### config.mk
export PLATFORM = sky130hd
export DESIGN_NAME = spi_cmd_parser_flat
export DESIGN_NICKNAME = d
export VERILOG_FILES = /design/src/rtl/spi_cmd_parser_if.sv /design/src/rtl/spi_cmd_parser.sv /design/src/flat_wrapper.sv
export SDC_FILE = /design/constraint.sdc
export NUM_CORES = 1
export LEC_CHECK = 0
export BUFFER_PORTS_ARGS = -buffer_cell sky130_fd_sc_hd__buf_2
export CORE_MARGIN = 8
export CORE_UTILIZATION = 40
export CTS_BUF_LIST = sky130_fd_sc_hd__clkbuf_8
export DETAILED_ROUTE_END_ITERATION = 10
export SYNTH_ARGS = -nofsm -noshare
export SYNTH_HDL_FRONTEND = slang
export SYNTH_SLANG_ARGS = --single-unit
### constraint.sdc
create_clock -name clk -period 4.6 [get_ports clk]
set_input_delay 0.92 -clock clk [delete_from_list [all_inputs] [get_ports clk]]
set_output_delay 0.92 -clock clk [all_outputs]
set_load 0.01 [all_outputs]
### src/rtl/spi_cmd_parser_if.sv
// Byte-stream and register-write bundle between spi_slave, the command parser
// and the synth control plane.
interface spi_cmd_parser_if #(
    parameter int DATA_BYTES = 2
);
    logic                    csn;
    logic [7:0]              byte_in;
    logic                    byte_valid;
    logic                    wr_en;
    logic [3:0]              wr_cmd;
    logic [7:0]              wr_addr;
    logic [DATA_BYTES*8-1:0] wr_data;
    logic                    frame_err;
    logic [7:0]              err_count;
    logic [7:0]              status;

    modport master (
        output csn, byte_in, byte_valid,
        input  wr_en, wr_cmd, wr_addr, wr_data, frame_err, err_count, status
    );

    modport slave (
        input  csn, byte_in, byte_valid,
        output wr_en, wr_cmd, wr_addr, wr_data, frame_err, err_count, status
    );
endinterface

### src/rtl/spi_cmd_parser.sv
// Assembles CMD/ADDR/DATA/CHK byte frames from spi_slave into register-write
// strobes, checking sync nibble and XOR checksum and aborting on csn release.
module spi_cmd_parser #(
    parameter int          DATA_BYTES = 2,
    parameter logic [3:0]  SYNC       = 4'hA
) (
    input  logic               clk,
    input  logic               rstn,
    spi_cmd_parser_if.slave    bus
);
    localparam int         DW       = DATA_BYTES * 8;
    localparam logic [1:0] CNT_INIT = 2'(DATA_BYTES - 1);

    typedef enum logic [1:0] {
        S_IDLE = 2'd0,
        S_ADDR = 2'd1,
        S_DATA = 2'd2,
        S_CHK  = 2'd3
    } state_t;

    state_t          state_r, state_s;
    logic [3:0]      cmd_r, cmd_s;
    logic [7:0]      addr_r, addr_s;
    logic [DW-1:0]   data_r, data_s;
    logic [7:0]      acc_r, acc_s;
    logic [1:0]      cnt_r, cnt_s;
    logic            wr_en_r, wr_en_s;
    logic [3:0]      wr_cmd_r, wr_cmd_s;
    logic [7:0]      wr_addr_r, wr_addr_s;
    logic [DW-1:0]   wr_data_r, wr_data_s;
    logic            frame_err_r, frame_err_s;
    logic            err_inc_s;
    logic [7:0]      err_count_r, err_count_s;
    logic            last_ok_r, last_ok_s;
    logic [7:0]      status_r, status_s;

    // Next-state and next-output logic; abort on csn release outranks any byte.
    always_comb begin
        state_s     = state_r;
        cmd_s       = cmd_r;
        addr_s      = addr_r;
        data_s      = data_r;
        acc_s       = acc_r;
        cnt_s       = cnt_r;
        wr_en_s     = 1'b0;
        wr_cmd_s    = wr_cmd_r;
        wr_addr_s   = wr_addr_r;
        wr_data_s   = wr_data_r;
        frame_err_s = 1'b0;
        err_inc_s   = 1'b0;
        last_ok_s   = last_ok_r;

        if (bus.csn && (state_r != S_IDLE)) begin
            state_s     = S_IDLE;
            acc_s       = 8'h00;
            cnt_s       = 2'd0;
            frame_err_s = 1'b1;
            err_inc_s   = 1'b1;
            last_ok_s   = 1'b0;
        end else if (bus.byte_valid) begin
            case (state_r)
                S_IDLE: begin
                    if (bus.byte_in[7:4] == SYNC) begin
                        cmd_s   = bus.byte_in[3:0];
                        acc_s   = bus.byte_in;
                        state_s = S_ADDR;
                    end else begin
                        err_inc_s = 1'b1;
                    end
                end
                S_ADDR: begin
                    addr_s  = bus.byte_in;
                    acc_s   = acc_r ^ bus.byte_in;
                    cnt_s   = CNT_INIT;
                    state_s = S_DATA;
                end
                S_DATA: begin
                    data_s = DW'({data_r, bus.byte_in});
                    acc_s  = acc_r ^ bus.byte_in;
                    if (cnt_r == 2'd0) begin
                        state_s = S_CHK;
                    end else begin
                        cnt_s = cnt_r - 2'd1;
                    end
                end
                S_CHK: begin
                    state_s = S_IDLE;
                    acc_s   = 8'h00;
                    if (bus.byte_in == acc_r) begin
                        last_ok_s = 1'b1;
                        // cmd 0 is a NOP: acknowledged but never written.
                        if (cmd_r != 4'h0) begin
                            wr_en_s   = 1'b1;
                            wr_cmd_s  = cmd_r;
                            wr_addr_s = addr_r;
                            wr_data_s = data_r;
                        end else begin
                            wr_en_s = 1'b0;
                        end
                    end else begin
                        frame_err_s = 1'b1;
                        err_inc_s   = 1'b1;
                        last_ok_s   = 1'b0;
                    end
                end
                default: begin
                    state_s = S_IDLE;
                end
            endcase
        end else begin
            state_s = state_r;
        end

        if (err_inc_s && (err_count_r != 8'hFF)) begin
            err_count_s = err_count_r + 8'd1;
        end else begin
            err_count_s = err_count_r;
        end

        status_s = {(state_s != S_IDLE), last_ok_s, err_count_s[5:0]};
    end

    // State and output registers.
    always_ff @(posedge clk or negedge rstn) begin
        if (!rstn) begin
            state_r     <= S_IDLE;
            cmd_r       <= 4'h0;
            addr_r      <= 8'h00;
            data_r      <= '0;
            acc_r       <= 8'h00;
            cnt_r       <= 2'd0;
            wr_en_r     <= 1'b0;
            wr_cmd_r    <= 4'h0;
            wr_addr_r   <= 8'h00;
            wr_data_r   <= '0;
            frame_err_r <= 1'b0;
            err_count_r <= 8'h00;
            last_ok_r   <= 1'b0;
            status_r    <= 8'h00;
        end else begin
            state_r     <= state_s;
            cmd_r       <= cmd_s;
            addr_r      <= addr_s;
            data_r      <= data_s;
            acc_r       <= acc_s;
            cnt_r       <= cnt_s;
            wr_en_r     <= wr_en_s;
            wr_cmd_r    <= wr_cmd_s;
            wr_addr_r   <= wr_addr_s;
            wr_data_r   <= wr_data_s;
            frame_err_r <= frame_err_s;
            err_count_r <= err_count_s;
            last_ok_r   <= last_ok_s;
            status_r    <= status_s;
        end
    end

    assign bus.wr_en     = wr_en_r;
    assign bus.wr_cmd    = wr_cmd_r;
    assign bus.wr_addr   = wr_addr_r;
    assign bus.wr_data   = wr_data_r;
    assign bus.frame_err = frame_err_r;
    assign bus.err_count = err_count_r;
    assign bus.status    = status_r;
endmodule

### src/flat_wrapper.sv
// flat-port wrapper written by rule: the top's interface ports become plain ports
module spi_cmd_parser_flat 
#(
    parameter int          DATA_BYTES = 2,
    parameter logic [3:0]  SYNC       = 4'hA
)
  (clk, rstn, bus_csn, bus_byte_in, bus_byte_valid, bus_wr_en, bus_wr_cmd, bus_wr_addr, bus_wr_data, bus_frame_err, bus_err_count, bus_status);
  spi_cmd_parser_if #(.DATA_BYTES(DATA_BYTES)) bus_i ();
  input  logic clk;
  input  logic rstn;
  input wire logic [$bits(bus_i.csn)-1:0] bus_csn;
  input wire logic [$bits(bus_i.byte_in)-1:0] bus_byte_in;
  input wire logic [$bits(bus_i.byte_valid)-1:0] bus_byte_valid;
  output wire logic [$bits(bus_i.wr_en)-1:0] bus_wr_en;
  output wire logic [$bits(bus_i.wr_cmd)-1:0] bus_wr_cmd;
  output wire logic [$bits(bus_i.wr_addr)-1:0] bus_wr_addr;
  output wire logic [$bits(bus_i.wr_data)-1:0] bus_wr_data;
  output wire logic [$bits(bus_i.frame_err)-1:0] bus_frame_err;
  output wire logic [$bits(bus_i.err_count)-1:0] bus_err_count;
  output wire logic [$bits(bus_i.status)-1:0] bus_status;
  assign bus_i.csn = bus_csn;
  assign bus_i.byte_in = bus_byte_in;
  assign bus_i.byte_valid = bus_byte_valid;
  assign bus_wr_en = bus_i.wr_en;
  assign bus_wr_cmd = bus_i.wr_cmd;
  assign bus_wr_addr = bus_i.wr_addr;
  assign bus_wr_data = bus_i.wr_data;
  assign bus_frame_err = bus_i.frame_err;
  assign bus_err_count = bus_i.err_count;
  assign bus_status = bus_i.status;
  spi_cmd_parser #(.DATA_BYTES(DATA_BYTES), .SYNC(SYNC)) u_core (.clk(clk), .rstn(rstn), .bus(bus_i));
endmodule
======== Yosys cells after proc, flatten, opt, wreduce, memory -nomap -nowiden ========
Cells that the tools add are included.
word-level totals
  register bits ........................... 87
  input bits .............................. 12
  output and inout port bits .............. 46
  logic and storage cells ................. 74
operators by class
  add/subtract/negate cells ............... 2
  eq/ne operators ......................... 8
  mux-type cells .......................... 31
  bitwise logic cells ..................... 2
  reductions and logical operators ........ 16
operators by type and width
  kind                                                   count
  2-to-1 mux 8 bit                                       3
  one-hot mux 8 bit (3 select lines)                     1
  2-to-1 mux 1 bit                                       16
  2-to-1 mux 2 bit                                       7
  AND reduction 3 bit                                    3
  adder 8 x 1 -> 8 bit, second input constant            1
  == test 8 bit                                          1
  inequality test 8 bit, second input constant           1
  one-hot mux 2 bit (4 select lines)                     1
  bitwise XOR 8 bit                                      1
  2-to-1 mux 6 bit                                       1
  nonzero test 2 bit                                     3
  AND reduction 5 bit                                    1
  == test 2 bit, second input constant                   2
  == test 4 bit, second input constant                   1
  zero test 2 bit                                        2
  one-hot mux 2 bit (2 select lines)                     1
  AND reduction 4 bit                                    1
  nonzero test 4 bit                                     1
  inequality test 3 x 1 -> 1 bit, second input constant  1
  inequality test 3 x 2 -> 1 bit, second input constant  1
  nonzero test 3 bit                                     1
  == test 2 x 1 -> 1 bit, second input constant          1
  logical AND 1 bit                                      2
  5 further kinds                                        5

======== Logic depth before layout (Yosys ltp) ========
Gate-level depths: netlist (run 1).
  word-level depth ........................ 7
  mapped depth ............................ 8
  mapped depth without buffers ............ 7

======== Worst setup path after synthesis (run 1) ========
No wires, ideal clock.
  path kind ............................... input to register
  start ................................... input port bus_byte_in[1]
  end ..................................... register u_core.wr_addr_r[6] (netlist: u_core.bus.wr_addr[6])
  arrival ................................. 2556 ps
  data required time ...................... 4475 ps
  slack ................................... 1919 ps
  cell stages on the path ................. 7
  path buffers ............................ 2
  cells stage by stage .................... xnor2_1 -> nand4_1 -> or2_1 -> buf_6 -> nor4_4 -> buf_6 -> mux2_2
between the ends
  word-level cells in the longest chain between the ends .. 2
ends and longest elaborated chain
  item                                  line                   text
  start: declaration                    flat_wrapper.sv:12     input wire logic [$bits(bus_i.byte_in)-1:0] bus_byte_in;
  == test 8 bit                         spi_cmd_parser.sv:89   if (bus.byte_in == acc_r) begin
  AND reduction 5 bit (no source line)  -
  end signal: assignment                spi_cmd_parser.sv:149  wr_addr_r <= wr_addr_s;
  end: declaration                      spi_cmd_parser.sv:29   logic [7:0] wr_addr_r, wr_addr_s;
Every way passes these cells.
A chain may end at the register's enable or synchronous reset.

======== Worst setup path after layout (run 1) ========
  start ................................... input port bus_byte_in[7]
  end ..................................... register u_core.wr_addr_r[1] (netlist: u_core.bus.wr_addr[1])
Same word-level chain as after synthesis.

==> impl_metrics.ini, run 1 <==
[run_status]
outcome = finished, final reports clean

[logic_synthesis]
synth_cell_type_count = 37
synthMuxAreaShare = 0.164
synth_top_area_share = 0.559
syn_area_sq_um = 3580
synthAdderAreaFrac = 0.0245
synth_top_family_by_area = multiplexers
syn_avg_cell_area_sq_um = 12.4
synthSimpleGateAreaFrac = 0.0923
synth.area.top_cells = dfrtp_1, mux2_2, o21ai_0
ys_warn_count = 0
synth_top_area_cell = dfrtp_1
synth-seq-area-share = 0.559
synth_compound_area_frac = 0.0828
syn_nets = 308
synth_xor_area_frac = 0.0367
ys_ff_latch = 80
synthCells = 289

[timing]
period_needed_ns = 2.55
finalSetupViolCount = 0
fin_setup_tns_ns = 0
rsz0062_at_grt = false
max_slew.worst_pin.slew_ns = 0.994
slew_headroom = 0.337
slew_viol_final = 0
hold_viol = 0
fin_skew_ns = 0.00644
setup_ws_ns = 2.05
fmax_mhz = 392
hold_ws_ns = 0.497
fin_crit_sh = 0.555

[floorplanning]
fp.dieH_um = 111
rows = 34
die_w_um = 111
io_pins = 58
start_util = 0.410
core-area_sq_um = 8720
die_area_sq_um = 12200

[drt]
wl_per_cell_um = 15.8
vias = 2308
viasPerCell = 5.09
ant_nets = 0
firstDrtPassIters = 4
drc = 0
routed_wl_um = 7160
drtIter0Drc = 84

[global_routing]
grt_pass1_wl_um = 12300
met3_usage = 0.0276
busiest_layer = met2
antenna_found_initial = 0
grt_use_total = 0.122
gr-total-overflow = 0
grt_max_degree = 81
grt_pass1_vias = 2372
grt_util_met2 = 0.186
use_met1 = 0.156

[critical_path]
arrival_ns = 2.79
start_kind = primary input
critical_path_required_ns = 4.84
crit_type = in -> reg
critPathMaxFanout = 28
crit_path_end_kind = register

[cells_and_area]
layout.nets = 360
final-seq-area_sq_um = 2000
area.growth.synth_to_final_pct = 14.3
fill_cells = 817
num_antenna_cells = 0
multiInputGateArea_sq_um = 1430
drive_above_1_share = 0.374

[placed_design]
detailed_place_hpwl_um = 4900
pre_cts_slack_ns = 1.67
globalplace.congestion = 0.796
portBuffers = 57

[pwr]
pwr-share-comb = 0.327
p_int_mw = 1.54
p_clk_frac = 0.217
p_leak_nw = 1.97
p_sw_frac = 0.350
p_sw_uw = 832
cellPowerDensity_nw_per_um2 = 581
total_power_mw = 2.38
seq_power_share = 0.456
ir_drop_uv = 200

[clock_tree]
htreeDepth = 3
post_cts_buffers = 0
cts.sinks = 80
clk_latency_ns = 0.35
cts_tree = done
cts_hold_buf = 0
post_cts_resized = 0
cts_buffers = 9
clockBufferDepth = 2
cts_root_buf = clkbuf_8
path_clk_slew_ns = 0.08

[run]
max_cap_violations = 0

[worst_hold_path]
min_path_type = reg -> reg
registers in the layout (all words and copies together) (netlist names), 2 cells and up:
signal / flops
u_core.data_r: 16
u_core.bus.status: 8
u_core.bus.err_count: 2
u_core.addr_r: 8
u_core.state_r: 2
u_core.bus.wr_data: 16
u_core.acc_r: 8
u_core.cmd_r: 4
u_core.cnt_r: 2
u_core.bus.wr_cmd: 4
u_core.bus.wr_addr: 8
power groups by stage:
stage / clock (mW) / sequential (mW) / combinational (mW)
after floorplan: 0 / 1.07 / 0.600
after global placement: 0 / 1.09 / 0.770
after detailed placement: 0 / 1.10 / 0.786
after CTS: 0.534 / 1.08 / 0.788
after global routing: 0.565 / 1.12 / 0.881
final: 0.516 / 1.08 / 0.777
synth_stat cells:
cell type and number:
dfrtp_1 80, mux2_2 51, o21ai_0 30, xnor2_1 15, nor2_1 13, nand2_1 12, inv_1 9, nor2b_1 9
buf_4 7, clkbuf_1 7, ha_1 7, nand3_1 6, o211ai_1 4, a22oi_1 3, buf_6 3, nand2b_1 3
nand3b_1 3, nand4_1 3, and3_1 2, nor3_1 2, nor4_1 2, o2111ai_1 2, o2bb2ai_1 2, a21oi_1 1
a221oi_1 1, a31o_2 1, a31oi_1 1, and4_1 1, and4bb_2 1, mux2_1 1, nor4_4 1, o21ai_1 1
o221a_2 1, o22ai_1 1, o31ai_1 1, or2_1 1, or2_2 1
path summary, 6_finish.rpt:
check                                   from                     to  slack, ns  depth (start not counted)
max                           bus_byte_in[7]  u_core.bus.wr_addr[1]       2.05                          7
min                         u_core.addr_r[1]       u_core.addr_r[1]       0.50                          2
max reg2reg                u_core.state_r[0]   u_core.bus.status[1]       2.14                          7
min reg2reg                 u_core.addr_r[1]       u_core.addr_r[1]       0.50                          2
max in group asynchronous               rstn   u_core.bus.wr_cmd[1]       3.22                          1
min in group asynchronous               rstn       u_core.data_r[5]       0.72                          1
logic make-up after synthesis:
logic type                 count (synthesis)
and+or+nand+nor                           60
xor gates and xnor gates                  15
DFF                                       80
muxes                                     52
adders and majority gates                  7
buffers and inverters                     26
AOI/OAI and AO/OA                         49
cell usage in the layout, fill, tap and decap left out, drive strengths merged, types with 4 or more instances in the layout:
master   n
inv     10
nor2b    9
buf     58
ha       7
nand3    6
mux2    52
o211ai   4
nand2   12
xnor2   15
o21ai   31
nor2    13
clkbuf  10
dfrtp   80
layer usage:
metal / share of wire / vias up
met5: 0 / -
met4: 0.019 / 0
met3: 0.031 / 12
met2: 0.47 / 36
met1: 0.48 / 1149
li1: - / 1111
critical path, stage by stage:
cell,delay (ns)
buf_2,0.14
xnor2_1,0.19
nand4_1,0.13
or2_1,0.39
nor4_4,0.25
buf_4,0.39
mux2_2,0.38
final cells by class:
class,instances,area share
flip-flops and latches,80,0.489
multi-input cells,183,0.350
repair buffers,58,0.0722
clock buffers,10,0.0336
well taps,108,0.0330
clock inverters,5,0.0138
inverters,9,0.00826
metrics by stage:
step,instance area (sq um),util,cells
after floorplan,3580,-,289
after global placement,3900,0.447,438
after detailed placement,3900,0.447,438
after CTS,4090,0.469,453
after global routing,4090,0.469,453
final,4090,0.469,453
(Power assumes the default switching activity.)
==> run 2: changes to the inputs <==
Clock period 4.6 ns to 2 ns, I/O delays scaled along.
==> impl_metrics.ini, run 2 (same netlist as run 1, synthesis figures left out) <==
[timing]
slew_headroom = 0.733
finalSetupViolCount = 7
setup_ws_ns = -0.0242
max_slew.worst_pin.slew_ns = 0.397
hold_ws_ns = 0.442
period_needed_ns = 2.02
fin_crit_sh = 1.01
fmax_mhz = 494
slew_viol_final = 0
fin_skew_ns = 0.0141
hold_viol = 0
rsz0062_at_grt = true

[placed_design]
dp.cells = 470
detailed_place_hpwl_um = 5570
globalplace.congestion = 0.769
portBuffers = 57

[global_routing]
met3_usage = 0.0319
grt_max_degree = 29
busiest_layer = met2
antenna_found_initial = 0
grt_pass1_wl_um = 13600
grt_use_total = 0.134
use_met1 = 0.179
gr-total-overflow = 0
grt_util_met2 = 0.206
grt_pass1_vias = 2597

[critical_path]
r2r-end = u_core.bus.wr_data[13]
crit_type = reg -> reg
r2r_cells = 7
critPathMaxStageDelay_ns = 0.42
start_kind = register
worstSetupPathDepth = 7
crit_path_end_kind = register
critical_path_required_ns = 2.25
cp.buffers_inverters = 2
critical_path.startpoint = u_core.acc_r[2]
cpLargestDelayFamily = simple AND/OR/NAND/NOR gates
ff2ff_setup_slack_ns = -0.02
critPathMaxFanout = 8
slowest_stage = dfrtp_1
cp-endpoint = u_core.bus.wr_data[13]
arrival_ns = 2.27
rr_startpoint = u_core.acc_r[2]
path_cells = xnor2_1 -> nand4_1 -> or2_4 -> nor4_4 -> buf_4 -> clkbuf_16 -> mux2_2

[clock_tree]
cts.sinks = 80
htreeDepth = 3
cts_buffers = 9
cts_root_buf = clkbuf_8
clockBufferDepth = 2
clk_latency_ns = 0.35
path_clk_slew_ns = 0.09
cts_tree = done

[cells_and_area]
final_cells = 491
final_common_cell = dfrtp_1
layout.nets = 397
area.growth.synth_to_final_pct = 28.0
num_antenna_cells = 0
drive_above_1_share = 0.460
final_cell_mix = dfrtp_1, buf_2, buf_4, mux2_2, o21ai_0

[drt]
vias = 2505
viasPerCell = 5.10
drc = 0
drtIter0Drc = 155
routed_wl_um = 8060
wl_per_cell_um = 16.4
firstDrtPassIters = 4
ant_nets = 0

[floorplanning]
io_pins = 58
start_util = 0.410
core-area_sq_um = 8720
die_area_sq_um = 12200
die_w_um = 111
fp.dieH_um = 111
rows = 34

[run_status]
violations = negative setup slack
outcome = finished with violations

[pwr]
ir_drop_uv = 535
total_power_mw = 5.91
cellPowerDensity_nw_per_um2 = 1290
p_leak_nw = 2.22

[worst_hold_path]
min_path_type = in -> reg

[run]
max_cap_violations = 0
==> run 2: changes by cell type in the layout (fill, tap and decap cells not counted), sizes merged <==
| cell | change |
|---|---|
| buf | +34 |
| inv | +2 |
| clkbuf | +1 |
| clkinv | +1 |
| clkinvlp | -1 |
| dlygate4sd3 | +1 |
==> run 2: worst min path at each step <==
stage / from / to / cells after the start / slack (ns)
after floorplan: rstn / u_core.acc_r[0] / 0 / 0.10
after detailed placement: rstn / u_core.bus.wr_data[4] / 1 / 0.35
final: bus_byte_in[4] / u_core.data_r[4] / 3 / 0.44
after global routing: bus_byte_in[6] / u_core.data_r[6] / 3 / 0.44
after CTS: bus_byte_in[6] / u_core.data_r[6] / 3 / 0.44
after global placement: rstn / u_core.bus.wr_data[4] / 1 / 0.34
==> run 2: layout make-up <==
| cell class | count | area (sq um) |
|---|---|---|
| Tap cell | 108 | 135 |
| Sequential cell | 80 | 2000 |
| Inverter | 9 | 33.8 |
| Fill cell | 748 | 4140 |
| Clock buffer | 9 | 124 |
| Timing Repair Buffer | 95 | 661 |
| Multi-Input combinational cell | 183 | 1550 |
| Clock inverter | 7 | 77.6 |
==> run 2: routing by layer <==
metal	share of wire	vias to the layer above	wire (um)
met5	0	-	0
met4	0.016	0	126
met3	0.045	12	363
met2	0.47	55	3820
met1	0.46	1243	3740
li1	-	1195	-
==> run 2: report_power, final <==
part	total, mW	internal [mW]	switching (mW)
combinational	2.19	1.13	1.06
clock	1.23	0.593	0.637
sequential	2.49	2.10	0.385
total	5.91	3.83	2.08
==> run 2: worst register-to-register path, stage by stage (launching register included) <==
cell       delay [ns]
dfrtp_1          0.42
xnor2_1          0.16
nand4_1          0.21
or2_4            0.30
nor4_4           0.15
buf_4            0.20
clkbuf_16        0.17
mux2_2           0.33
==> run 2: what timing repair did <==
action	4_1_cts	5_1_grt
pin swaps	1	0
endpoints found under the hold margin	25	0
cloned	0	2
setup endpoints to repair	25	32
setup buffers	0	2
hold buffers	1	0
resized for setup	4	23
==> run 2: metrics by stage <==
| stage | instance area (sq um) | setup slack (ns) | setup TNS (ns) | util |
|---|---|---|---|---|
| 2_1_floorplan | 3620 | -0.160 | -2.82 | - |
| 3_3_place_gp | 4210 | -0.151 | -2.88 | 0.483 |
| 3_5_place_dp | 4210 | -0.195 | -3.73 | 0.483 |
| 4_1_cts | 4440 | 0.00139 | 0 | 0.509 |
| 5_1_grt | 4580 | -0.0992 | -1.63 | 0.525 |
| 6_report | 4580 | -0.0242 | -0.138 | 0.525 |
==> run 3: changes to the inputs <==
==> constraint.sdc (replaced) <==
create_clock -name clk -period 2 [get_ports clk]
set_input_delay 0 -clock clk [delete_from_list [all_inputs] [get_ports clk]]
set_output_delay 0 -clock clk [all_outputs]
set_load 0.01 [all_outputs]
==> impl_metrics.ini, run 3 (same netlist as run 1, synthesis figures left out) <==
[timing]
max_slew.worst_pin.slew_ns = 0.635
rsz0062_at_grt = true
slew_headroom = 0.576
setup_ws_ns = 0.00232
fin_skew_ns = 0.0164
fin_setup_tns_ns = 0
finalSetupViolCount = 0
hold_viol = 0
slew_viol_final = 0
period_needed_ns = 2.00
fin_crit_sh = 0.999
fmax_mhz = 501

[drt]
drc = 0
firstDrtPassIters = 4
routed_wl_um = 8220
ant_nets = 0
drtIter0Drc = 129
viasPerCell = 4.99
wl_per_cell_um = 16.6
vias = 2475

[cells_and_area]
area.growth.synth_to_final_pct = 28.0
fill_cells = 747
drive_above_1_share = 0.441
final_common_cell = dfrtp_1
final_cell_area_sq_um = 4580
final_cell_mix = dfrtp_1, buf_2, mux2_2, buf_4, o21ai_0
layout.nets = 402
num_antenna_cells = 0

[floorplanning]
start_util = 0.410
io_pins = 58
rows = 34
die_w_um = 111
core-area_sq_um = 8720
die_area_sq_um = 12200
fp.dieH_um = 111

[critical_path]
ff2ff_setup_slack_ns = 0.002
r2r_cells = 7
crit_type = reg -> reg
start_kind = register
arrival_ns = 2.24
crit_path_end_kind = register
critical_path_required_ns = 2.24
critPathMaxFanout = 14

[clock_tree]
clk_latency_ns = 0.35
htreeDepth = 3
path_clk_slew_ns = 0.09
cts_root_buf = clkbuf_8
cts.sinks = 80
cts_buffers = 9
clockBufferDepth = 2
cts_tree = done

[placed_design]
detailed_place_hpwl_um = 5360
globalplace.congestion = 0.747
portBuffers = 57
pre_cts_slack_ns = -0.0187
place_area_sq_um = 4080

[global_routing]
grt_pass1_vias = 2601
grt_use_total = 0.136
antenna_found_initial = 0
grt_max_degree = 46
gr-total-overflow = 0
grt_pass1_wl_um = 13700

[pwr]
cellPowerDensity_nw_per_um2 = 1310
p_leak_nw = 2.22
ir_drop_uv = 425

[worst_hold_path]
min_path_type = in -> reg
hold_depth = 2

[run_status]
outcome = finished, final reports clean

[run]
max_cap_violations = 0
[run 3: changes by cell type in the layout (fill, tap and decap cells not counted), sizes merged]
| cell | before | now |
|---|---|---|
| buf | 92 | 91 |
| clkinv | 3 | 2 |
| dlygate4sd3 | 1 | 8 |
[run 3: worst paths after layout]
| kind | start | end |
|---|---|---|
| max in group asynchronous | rstn | u_core.cmd_r[0] |
| max | u_core.acc_r[3] | u_core.bus.wr_data[3] |
| min reg2reg | u_core.bus.err_count[6] | u_core.bus.err_count[6] |
| min in group asynchronous | rstn | u_core.bus.wr_data[7] |
| max reg2reg | u_core.acc_r[3] | u_core.bus.wr_data[3] |
| min | bus_byte_valid | u_core.state_r[0] |
[run 3: stage by stage]
stage	instances	utilization	hold slack (ns)	power, mW
2_1_floorplan	289	-	-0.296	3.85
3_3_place_gp	456	0.467	-0.0192	4.54
3_5_place_dp	456	0.467	-0.0130	4.62
4_1_cts	494	0.516	0.00880	6.01
5_1_grt	496	0.525	0.0397	6.41
6_report	496	0.525	0.0277	5.98
[run 3: final cells by class]
class | instances | area [sq um] | share of cell area
Sequential cell | 80 | 2000 | 0.437
Clock buffer | 10 | 138 | 0.0300
Tap cell | 108 | 135 | 0.0295
Timing Repair Buffer | 100 | 689 | 0.151
Multi-Input combinational cell | 183 | 1510 | 0.330
Inverter | 9 | 33.8 | 0.00738
Clock inverter | 6 | 72.6 | 0.0158
[run 3: repair_timing]
action	4_1_cts	5_1_grt
hold endpoints to repair	52	0
setup endpoints to repair	26	29
hold buffers	8	0
cloned	1	1
buffers inserted	13	1
pin swaps	7	3
resized for setup	1	18
[run 3: power breakdown]
part	internal [mW]	switching [mW]	total (mW)
logic	1.18	1.07	2.25
registers	2.10	0.362	2.46
clock network	0.629	0.638	1.27
[run 3: critical path, cell delays in order, from the launching register on]
cell	delay, ns
dfrtp_1	0.42
xnor2_2	0.15
nand4_1	0.14
or2_4	0.29
nor4_4	0.22
buf_4	0.16
buf_12	0.15
mux2_2	0.35
[run 3: routing by layer]
layer	vias up	part of all wire	global-route usage	wire, um
li1	1201	-	-	-
met1	1232	0.48	0.177	3940
met2	35	0.48	0.212	3930
met3	7	0.030	0.0395	243
met4	0	0.012	0.0459	96
met5	-	0	0	0
